File: config.mk
export PLATFORM = sky130hd
export DESIGN_NAME = board_arb_flat
export DESIGN_NICKNAME = d
export VERILOG_FILES = /design/src/rtl/board_arb_if.sv /design/src/rtl/board_arb.sv /design/src/flat_wrapper.sv
export SDC_FILE = /design/constraint.sdc
export NUM_CORES = 1
export LEC_CHECK = 0
export CAP_MARGIN = 0
export CORE_UTILIZATION = 30
export DETAILED_ROUTE_END_ITERATION = 12
export PLACE_DENSITY = 0.77
export SYNTH_ARGS = -nofsm -noshare
export SYNTH_HDL_FRONTEND = slang
export SYNTH_SLANG_ARGS = --single-unit
File: constraint.sdc
create_clock -name clk -period 1.6 [get_ports clk]
set_input_delay 0.24 -clock clk [delete_from_list [all_inputs] [get_ports clk]]
set_output_delay 0.24 -clock clk [all_outputs]
set_load 0.03 [all_outputs]
File: src/rtl/board_arb_if.sv
// Board arbiter bus: vga scanner, game logic and host ports plus the board RAM port.
// The arbiter side uses the slave modport; requesters and RAM use master.
interface board_arb_if #(
    parameter int unsigned X_W = 6,
    parameter int unsigned Y_W = 5
);
    localparam int unsigned A = X_W + Y_W;

    logic           vga_req;
    logic [X_W-1:0] vga_x;
    logic [Y_W-1:0] vga_y;
    logic           vga_valid;
    logic           vga_data;

    logic           game_req;
    logic           game_we;
    logic [X_W-1:0] game_x;
    logic [Y_W-1:0] game_y;
    logic           game_wdata;
    logic           game_ack;
    logic           game_rvalid;
    logic           game_rdata;

    logic           host_req;
    logic           host_we;
    logic [A-1:0]   host_addr;
    logic           host_wdata;
    logic           host_ack;
    logic           host_rvalid;
    logic           host_rdata;

    logic [A-1:0]   ram_addr;
    logic           ram_we;
    logic           ram_wdata;
    logic           ram_rdata;

    logic           ready;

    modport slave (
        input  vga_req, vga_x, vga_y,
        output vga_valid, vga_data,
        input  game_req, game_we, game_x, game_y, game_wdata,
        output game_ack, game_rvalid, game_rdata,
        input  host_req, host_we, host_addr, host_wdata,
        output host_ack, host_rvalid, host_rdata,
        output ram_addr, ram_we, ram_wdata,
        input  ram_rdata,
        output ready
    );

    modport master (
        output vga_req, vga_x, vga_y,
        input  vga_valid, vga_data,
        output game_req, game_we, game_x, game_y, game_wdata,
        input  game_ack, game_rvalid, game_rdata,
        output host_req, host_we, host_addr, host_wdata,
        input  host_ack, host_rvalid, host_rdata,
        input  ram_addr, ram_we, ram_wdata,
        output ram_rdata,
        input  ready
    );
endinterface

File: src/rtl/board_arb.sv
// Single-port board RAM arbiter: vga > round-robin(game, host), one access per cycle.
// Define CLEAR_ON_RESET_EN to zero the whole board after reset before accepting requests.
module board_arb #(
    parameter int unsigned X_W = 6,
    parameter int unsigned Y_W = 5
) (
    input logic       clk,
    input logic       rst,
    board_arb_if.slave bus
);
    localparam int unsigned A = X_W + Y_W;

    logic         run;
    logic         clearing;
    logic [A-1:0] clr_addr;

`ifdef CLEAR_ON_RESET_EN
    typedef enum logic {StClear, StRun} state_e;

    state_e       state;
    logic [A-1:0] clr_cnt;

    always_ff @(posedge clk) begin
        if (rst) begin
            state   <= StClear;
            clr_cnt <= '0;
        end else if (state == StClear) begin
            if (clr_cnt == {A{1'b1}}) begin
                state <= StRun;
            end else begin
                clr_cnt <= clr_cnt + 1'b1;
            end
        end
    end

    assign run      = (state == StRun) && !rst;
    assign clearing = (state == StClear) && !rst;
    assign clr_addr = clr_cnt;
`else
    assign run      = !rst;
    assign clearing = 1'b0;
    assign clr_addr = '0;
`endif

    logic         rr_pref;
    logic         game_rvalid_q;
    logic         host_rvalid_q;
    logic         vga_valid_q;
    logic         vga_rd_q;
    logic [A-1:0] addr_q;
    logic         vga_g;
    logic         game_g;
    logic         host_g;
    logic         conflict;

    assign conflict = bus.game_req && bus.host_req;
    assign vga_g    = run && bus.vga_req;
    assign game_g   = run && !bus.vga_req && bus.game_req && (!bus.host_req || !rr_pref);
    assign host_g   = run && !bus.vga_req && bus.host_req && (!bus.game_req || rr_pref);

    always_comb begin
        bus.ram_we    = 1'b0;
        bus.ram_wdata = 1'b0;
        bus.ram_addr  = addr_q;
        if (rst) begin
            bus.ram_addr = '0;
        end else if (clearing) begin
            bus.ram_addr = clr_addr;
            bus.ram_we   = 1'b1;
        end else if (vga_g) begin
            bus.ram_addr = {bus.vga_y, bus.vga_x};
        end else if (game_g) begin
            bus.ram_addr  = {bus.game_y, bus.game_x};
            bus.ram_we    = bus.game_we;
            bus.ram_wdata = bus.game_we && bus.game_wdata;
        end else if (host_g) begin
            bus.ram_addr  = bus.host_addr;
            bus.ram_we    = bus.host_we;
            bus.ram_wdata = bus.host_we && bus.host_wdata;
        end
    end

    always_ff @(posedge clk) begin
        if (rst) begin
            rr_pref       <= 1'b0;
            game_rvalid_q <= 1'b0;
            host_rvalid_q <= 1'b0;
            vga_valid_q   <= 1'b0;
            vga_rd_q      <= 1'b0;
            addr_q        <= '0;
        end else begin
            if (conflict && (game_g || host_g)) begin
                rr_pref <= !rr_pref;
            end
            game_rvalid_q <= game_g && !bus.game_we;
            host_rvalid_q <= host_g && !bus.host_we;
            // A vga read during clearing is answered with zero, without touching the RAM.
            vga_valid_q   <= bus.vga_req;
            vga_rd_q      <= vga_g;
            addr_q        <= bus.ram_addr;
        end
    end

    // Reset masks the registered returns too, so a read in flight never surfaces.
    assign bus.game_ack    = game_g;
    assign bus.host_ack    = host_g;
    assign bus.game_rvalid = game_rvalid_q && !rst;
    assign bus.host_rvalid = host_rvalid_q && !rst;
    assign bus.game_rdata  = bus.game_rvalid && bus.ram_rdata;
    assign bus.host_rdata  = bus.host_rvalid && bus.ram_rdata;
    assign bus.vga_valid   = vga_valid_q && !rst;
    assign bus.vga_data    = vga_rd_q && !rst && bus.ram_rdata;
    assign bus.ready       = run;
endmodule

File: src/flat_wrapper.sv
// flat-port wrapper written by rule: the top's interface ports become plain ports
module board_arb_flat 
#(
    parameter int unsigned X_W = 6,
    parameter int unsigned Y_W = 5
)
  (clk, rst, bus_vga_req, bus_vga_x, bus_vga_y, bus_vga_valid, bus_vga_data, bus_game_req, bus_game_we, bus_game_x, bus_game_y, bus_game_wdata, bus_game_ack, bus_game_rvalid, bus_game_rdata, bus_host_req, bus_host_we, bus_host_addr, bus_host_wdata, bus_host_ack, bus_host_rvalid, bus_host_rdata, bus_ram_addr, bus_ram_we, bus_ram_wdata, bus_ram_rdata, bus_ready);
  board_arb_if #(.X_W(X_W), .Y_W(Y_W)) bus_i ();
  input logic clk;
  input logic rst;
  input wire logic [$bits(bus_i.vga_req)-1:0] bus_vga_req;
  input wire logic [$bits(bus_i.vga_x)-1:0] bus_vga_x;
  input wire logic [$bits(bus_i.vga_y)-1:0] bus_vga_y;
  output wire logic [$bits(bus_i.vga_valid)-1:0] bus_vga_valid;
  output wire logic [$bits(bus_i.vga_data)-1:0] bus_vga_data;
  input wire logic [$bits(bus_i.game_req)-1:0] bus_game_req;
  input wire logic [$bits(bus_i.game_we)-1:0] bus_game_we;
  input wire logic [$bits(bus_i.game_x)-1:0] bus_game_x;
  input wire logic [$bits(bus_i.game_y)-1:0] bus_game_y;
  input wire logic [$bits(bus_i.game_wdata)-1:0] bus_game_wdata;
  output wire logic [$bits(bus_i.game_ack)-1:0] bus_game_ack;
  output wire logic [$bits(bus_i.game_rvalid)-1:0] bus_game_rvalid;
  output wire logic [$bits(bus_i.game_rdata)-1:0] bus_game_rdata;
  input wire logic [$bits(bus_i.host_req)-1:0] bus_host_req;
  input wire logic [$bits(bus_i.host_we)-1:0] bus_host_we;
  input wire logic [$bits(bus_i.host_addr)-1:0] bus_host_addr;
  input wire logic [$bits(bus_i.host_wdata)-1:0] bus_host_wdata;
  output wire logic [$bits(bus_i.host_ack)-1:0] bus_host_ack;
  output wire logic [$bits(bus_i.host_rvalid)-1:0] bus_host_rvalid;
  output wire logic [$bits(bus_i.host_rdata)-1:0] bus_host_rdata;
  output wire logic [$bits(bus_i.ram_addr)-1:0] bus_ram_addr;
  output wire logic [$bits(bus_i.ram_we)-1:0] bus_ram_we;
  output wire logic [$bits(bus_i.ram_wdata)-1:0] bus_ram_wdata;
  input wire logic [$bits(bus_i.ram_rdata)-1:0] bus_ram_rdata;
  output wire logic [$bits(bus_i.ready)-1:0] bus_ready;
  assign bus_i.vga_req = bus_vga_req;
  assign bus_i.vga_x = bus_vga_x;
  assign bus_i.vga_y = bus_vga_y;
  assign bus_vga_valid = bus_i.vga_valid;
  assign bus_vga_data = bus_i.vga_data;
  assign bus_i.game_req = bus_game_req;
  assign bus_i.game_we = bus_game_we;
  assign bus_i.game_x = bus_game_x;
  assign bus_i.game_y = bus_game_y;
  assign bus_i.game_wdata = bus_game_wdata;
  assign bus_game_ack = bus_i.game_ack;
  assign bus_game_rvalid = bus_i.game_rvalid;
  assign bus_game_rdata = bus_i.game_rdata;
  assign bus_i.host_req = bus_host_req;
  assign bus_i.host_we = bus_host_we;
  assign bus_i.host_addr = bus_host_addr;
  assign bus_i.host_wdata = bus_host_wdata;
  assign bus_host_ack = bus_i.host_ack;
  assign bus_host_rvalid = bus_i.host_rvalid;
  assign bus_host_rdata = bus_i.host_rdata;
  assign bus_ram_addr = bus_i.ram_addr;
  assign bus_ram_we = bus_i.ram_we;
  assign bus_ram_wdata = bus_i.ram_wdata;
  assign bus_i.ram_rdata = bus_ram_rdata;
  assign bus_ready = bus_i.ready;
  board_arb #(.X_W(X_W), .Y_W(Y_W)) u_core (.clk(clk), .rst(rst), .bus(bus_i));
endmodule
==> metrics, run 1 <==
Critical Path Start Type=flop; share of cells above drive strength 1=48.40%; max-slew violations=0; Distinct cells, synth=26; Vert. Die Dim=59.15 um; Maximum Capacitance Violations=0; Top FF cell, synth=dfxtp_1; Setup CP Type=reg -> out; failing checks=setup timing; RR Endpoint=u_core.addr_q[10]; clk slew on worst S/H paths=0.09 ns; Final #Nets=233; clk sinks=16; gate count of the mapped netlist=97; num rows=20; starting utilization of the core area=31.83%; Peak Freq=586.1 MHz; final setup margin=-0.1062 ns; Net Sw Power=388.2 uW; die width=59.15 um; initial antenna violation count=0; Residual DRC=0; share of power burned in registers=37.0%; hold_sp=rst; Iteration-0 DRC Markers=44; Syn Nets=140; grt total ovfl=0; Worst Skew=0.005545 ns; Pre-antenna DRT Iters=4; I/O pin count=65; endpoint class of the critical path=output pin; status=finished with violations; Critical Path AT=1.47 ns; Total Power=1173 uW; FF+latch count, synth=16; Syn-to-layout area delta=106.8%; vias in the first global route=1266; hold path depth=2; Worst Tran Pin Value=0.3516 ns; PortBufs=64; Sw Ratio=33.10%; Post-DP HPWL=2419 um; Period minus WS final=1.706 ns; Mapped Area=979.7 um^2; Clk pwr share=18.4%; GRT Overall Usage=22.55%; GP Congestion=0.8630; Gate power share=44.6%; WHS Endpoint=u_core.rr_pref; most frequent cells in the layout=44 x buf_4, 38 x clkdlybuf4s50_1, 15 x dfxtp_1; final wirelength=3890 um; HP Class=in -> reg; CORE AREA=0.003078 mm^2; largest net degree at the start of global routing=17; most common cell after layout, fill and taps aside=buf_4; Post-synth EDFFs=0; Worst EP required=1.36 ns; Mean Syn Cell Area=10.10 um^2; diode count=0; final non-filler cell total=232; number of H-tree levels=1; RSZ-0062 raised after global routing=yes; Util after Layout=65.81%; Post-Layout Inst Area=0.002026 mm^2; Leak=0.0008535 uW; crit path max fanout=5; post-DR wirelength/cell=16.77 um; setup violators final=13; pwr dens=579.0 mW/mm^2; CP startpoint=u_core.rr_pref; clk buf depth=2; Num CTS Buffers=3; global-route wire length before repair=5844 um; Hold Fails Final Rpt=0; Post-DP Area=0.001737 mm^2; Vias per Instance=5.241; clk root buf=clkbuf_4; Crit Reg-Reg Startpoint=u_core.rr_pref; Clock Latency Late Sink=0.29 ns; Yosys warning count=0; Worst VDD drop=0.2708 mV; relative slew slack=75.89%; Post-synth ARST share=0%; CTS tree=yes; r2r worst-path depth=6; Setup TNS Final=-0.7657 ns; Pint=784.6 uW; Final ANT Viol Nets=0; R2R Setup Slk=0.30 ns; final period utilization=106.6%; die area=0.003498 mm^2; Placed Cells=221; vias=1216; sequential cell area fraction in the yosys report=32.69%
cell type report:
| cell class | instances | area (um^2) |
|---|---|---|
| Multi-Input combinational cell | 70 | 747.0 |
| Clock buffer | 3 | 22.52 |
| Fill cell | 224 | 1052 |
| Inverter | 1 | 3.754 |
| Sequential cell | 16 | 321.6 |
| Tap cell | 44 | 55.05 |
| Timing Repair Buffer | 98 | 875.8 |
routing by layer:
| metal | track usage [%] | routed length (um) | vias up |
|---|---|---|---|
| met5 | 0 | 19 | - |
| met4 | 7.823 | 29 | 2 |
| met3 | 4.585 | 297 | 4 |
| met2 | 40.75 | 1953 | 64 |
| met1 | 26.27 | 1590 | 577 |
| li1 | - | - | 569 |
power groups by stage:
stage	sequential, uW	combinational (uW)	clock, uW
floorplan	441	208	0
global placement	442	421	0
detailed placement	444	429	0
CTS	435	502	214
global route	437	548	235
finish	434	523	215
registers in the layout, indices dropped and copies added, names as in the netlist:
| signal | count |
|---|---|
| u_core.addr_q | 11 |
| u_core.game_rvalid_q | 1 |
| u_core.host_rvalid_q | 1 |
| u_core.rr_pref | 1 |
| u_core.vga_rd_q | 1 |
| u_core.vga_valid_q | 1 |
cell families after synthesis:
group / Yosys count / synth area share, %
AOI/OAI and AO/OA: 37 / 33.72
xor gates and xnor gates: 1 / 0.8942
buffers and inverters: 11 / 8.811
DFF: 16 / 32.70
muxes: 11 / 11.24
and+or+nand+nor: 21 / 12.64
per-stage QoR:
step	hold slack [ns]	worst slack, ns
2_1_floorplan	0.3116	-0.1567
6_report	0.1915	-0.1062
4_1_cts	0.3138	-0.08546
5_1_grt	0.1993	-0.1412
3_3_place_gp	0.5650	-0.3130
3_5_place_dp	0.5923	-0.3291
cells in the mapped netlist (all sizes together), types with 2 or more instances:
cell type | n | area (um^2)
a21oi | 2 | 10.01
a32oi | 11 | 96.34
and2 | 2 | 12.51
and2b | 4 | 30.03
and3 | 2 | 12.51
buf | 10 | 82.57
dfxtp | 16 | 320.3
mux2i | 11 | 110.1
nand3 | 2 | 10.01
nor2 | 3 | 11.26
nor2b | 2 | 12.51
o31ai | 22 | 195.2
timing repair:
action,CTS,global route
buffers inserted,6,1
hold buffers,0,0
gates resized for setup,37,12
pin swaps,9,2
endpoints found under the setup margin,17,15
gates cloned,2,0
critical path, cell delays in order (launching register included):
cell and delay (ns):
dfxtp_2 0.36, a21boi_4 0.07, buf_4 0.17, buf_4 0.15, o31ai_2 0.23, buf_4 0.20
how the worst max path moves through the flow:
| stage | to | cells after the start |
|---|---|---|
| 6_report | bus_ram_addr[0] | 5 |
| 5_1_grt | bus_ram_addr[0] | 5 |
| 4_1_cts | bus_ram_addr[0] | 5 |
| 3_5_place_dp | bus_ram_addr[1] | 5 |
| 3_3_place_gp | bus_ram_addr[10] | 5 |
| 2_1_floorplan | bus_ram_addr[0] | 4 |
Power figures use the tool's default switching activity.
==> run 2: changes to the inputs <==
--- a/config.mk
+++ b/config.mk
@@ -9,6 +9,7 @@
 export CORE_UTILIZATION = 30
 export DETAILED_ROUTE_END_ITERATION = 12
 export PLACE_DENSITY = 0.77
+export SLEW_MARGIN = 25
 export SYNTH_ARGS = -nofsm -noshare
 export SYNTH_HDL_FRONTEND = slang
 export SYNTH_SLANG_ARGS = --single-unit
==> constraint.sdc (replaced) <==
create_clock -name clk -period 1.7 [get_ports clk]
set_input_delay 0.255 -clock clk [delete_from_list [all_inputs] [get_ports clk]]
set_output_delay 0.255 -clock clk [all_outputs]
set_load 0.03 [all_outputs]
==> run 2 against run 1 <==
  * Critical endpoint is now bus_ram_addr[2]
  * Non-clock buffer count increased by 1
  * Critical path type unchanged
  * Sequential share of layout area decreased by 0.72 points
  * Largest power group unchanged
  * The run still ends with setup timing left
  * Die area unchanged
  * Sequential power decreased by 5.8%
  * Combinational power increased by 3%
  * Via count increased by 2.5%
  * Clock power about the same
  * Clock skew decreased by 0.00084 ns
  * Register-to-register slack improved by 0.05 ns
  * Final cell count increased by 0.43%
  * Hold slack improved by 0.26 ns
  * Sequential cell count unchanged
==> metrics, run 2 (synthesis results as in run 1) <==
Util after Layout=69.47% (+3.7 points); RSZ-0062 raised after global routing=yes; Critical Path AT=1.60 ns (+0.13 ns); WHS=0.4493 ns (+0.2578 ns); Period minus WS final=1.853 ns; relative slew slack=77.77% (+1.9 points); Residual DRC=0 (unchanged); Gate power share=46.2% (+1.6 points); endpoint class of the critical path=output pin; CTS tree=yes; GRT Overall Usage=21.85% (-0.70 points); Worst EP required=1.44 ns (+0.08 ns); Maximum Capacitance Violations=0 (unchanged); status=finished with violations; share of power burned in registers=35.1% (-1.9 points); Num CTS Buffers=3 (unchanged); Net Sw Power=405.8 uW (+4.5%); setup violators final=14 (+1); number of H-tree levels=1 (unchanged); initial antenna violation count=0 (unchanged); failing checks=setup timing; Worst Tran Pin Value=0.3242 ns (-0.02743 ns); clk slew on worst S/H paths=0.10 ns (about the same); vias in the first global route=1220 (-3.6%); Pint=758.8 uW (-3.3%); Worst VDD drop=0.1894 mV (-30%); Worst Path Buf+Inv=2 (-1); crit path max fanout=8 (+3); final wirelength=4545 um (+17%); CP cell instances=a21boi_4 > buf_12 > a32oi_4 > o31ai_2 > buf_4; Critical Path Start Type=flop; most frequent cells in the layout=43 x buf_4, 38 x clkdlybuf4s50_1, 15 x dfxtp_1; num rows=20 (unchanged); share of cells above drive strength 1=46.56% (-1.8 points); Setup CP Type=reg -> out; starting utilization of the core area=31.83% (unchanged); post-DR wirelength/cell=19.51 um (+16%); die area=0.003498 mm^2 (unchanged); r2r worst-path depth=6 (unchanged); Post-DP Area=0.001713 mm^2 (-1.4%); Post-Layout Inst Area=0.002138 mm^2 (+5.6%); HP Class=in -> reg; hold path depth=2 (unchanged); most common cell after layout, fill and taps aside=buf_4; CORE AREA=0.003078 mm^2 (unchanged); clk root buf=clkbuf_4; final setup margin=-0.1526 ns (-0.04650 ns); PortBufs=64 (unchanged); CP top delay family=compound AO/OA/AOI/OAI gates; GP Congestion=0.7614 (-12%); Met3 Wirelength=300 um (+1.0%); clk buf depth=2 (unchanged); Sw Ratio=34.84% (+1.7 points); global-route wire length before repair=5547 um (-5.1%); Pre-antenna DRT Iters=5 (+1); register ranked first by flip-flop count=u_core.addr_q; Clock Latency Late Sink=0.30 ns (about the same); grt total ovfl=0 (unchanged); Vias per Instance=5.348 (+2.0%); WL met1=1762 um (+11%); clk sinks=16 (unchanged); Placed Cells=215 (-2.7%); Hold Fails Final Rpt=0 (unchanged); Leak=0.0008738 uW (+2.4%); Iteration-0 DRC Markers=67 (+52%); die width=59.15 um (unchanged); Worst Skew=0.004709 ns (-0.0008364 ns); Worst path depth=5 (unchanged); Final #Nets=234 (+0.43%); I/O pin count=65 (unchanged); vias=1246 (+2.5%); Syn-to-layout area delta=118.3%; diode count=0 (unchanged); Vert. Die Dim=59.15 um (unchanged); Clk pwr share=18.7% (+0.3 points); Post-DP HPWL=2277 um (-5.9%); Largest register FFs=11 (unchanged); highest metal used=met4; Peak Freq=539.8 MHz; Final ANT Viol Nets=0 (unchanged); Setup TNS Final=-1.319 ns (-0.5538 ns); max-slew violations=0 (unchanged); final period utilization=109.0%; pwr dens=544.6 mW/mm^2 (-5.9%); CP max stage delay=0.37 ns (about the same); met2 wire len=2307 um (+18%); slowest cell on the critical path=dfxtp_4; final non-filler cell total=233 (+0.43%); largest net degree at the start of global routing=21 (+4)
run 2: cell type report:
type	count	area, um^2
tap	44	55.05
sequential	16	324.1
inverter	1	3.754
clock buffer	3	22.52
timing repair buffer	99	938.4
multi-input combinational	70	794.5
fill	212	939.7
run 2: routing by layer:
layer / up-vias / GRT usage (%)
met5: - / 0
met1: 594 / 25.03
met2: 65 / 37.82
li1: 570 / -
met4: 0 / 13.27
met3: 17 / 3.712
run 2: worst paths after layout:
kind | start | to | slack, ns
min | bus_vga_req | u_core.vga_rd_q | 0.45
max reg2reg | u_core.rr_pref | u_core.addr_q[0] | 0.35
min reg2reg | u_core.addr_q[10] | u_core.addr_q[10] | 0.61
max | u_core.rr_pref | bus_ram_addr[2] | -0.15
run 2: power groups by stage:
stage                     logic, uW  registers, uW  clock network [uW]
after global placement          383            417                   0
after global routing            560            411                 236
after floorplan                 195            415                   0
final                           538            409                 218
after detailed placement        391            417                   0
after CTS                       468            407                 209
run 2: what timing repair did:
action	in CTS	in global routing
buffers inserted	13	1
pin swaps	11	4
hold buffers	0	0
setup endpoints to repair	14	13
gates resized for setup	27	19
gates cloned	1	0
run 2: per-stage QoR:
step	worst slack, ns	total power [uW]
3_3_place_gp	-0.1862	800.0
5_1_grt	-0.1921	1207
3_5_place_dp	-0.2455	807.8
2_1_floorplan	-0.08674	609.9
6_report	-0.1526	1165
4_1_cts	-0.09870	1084
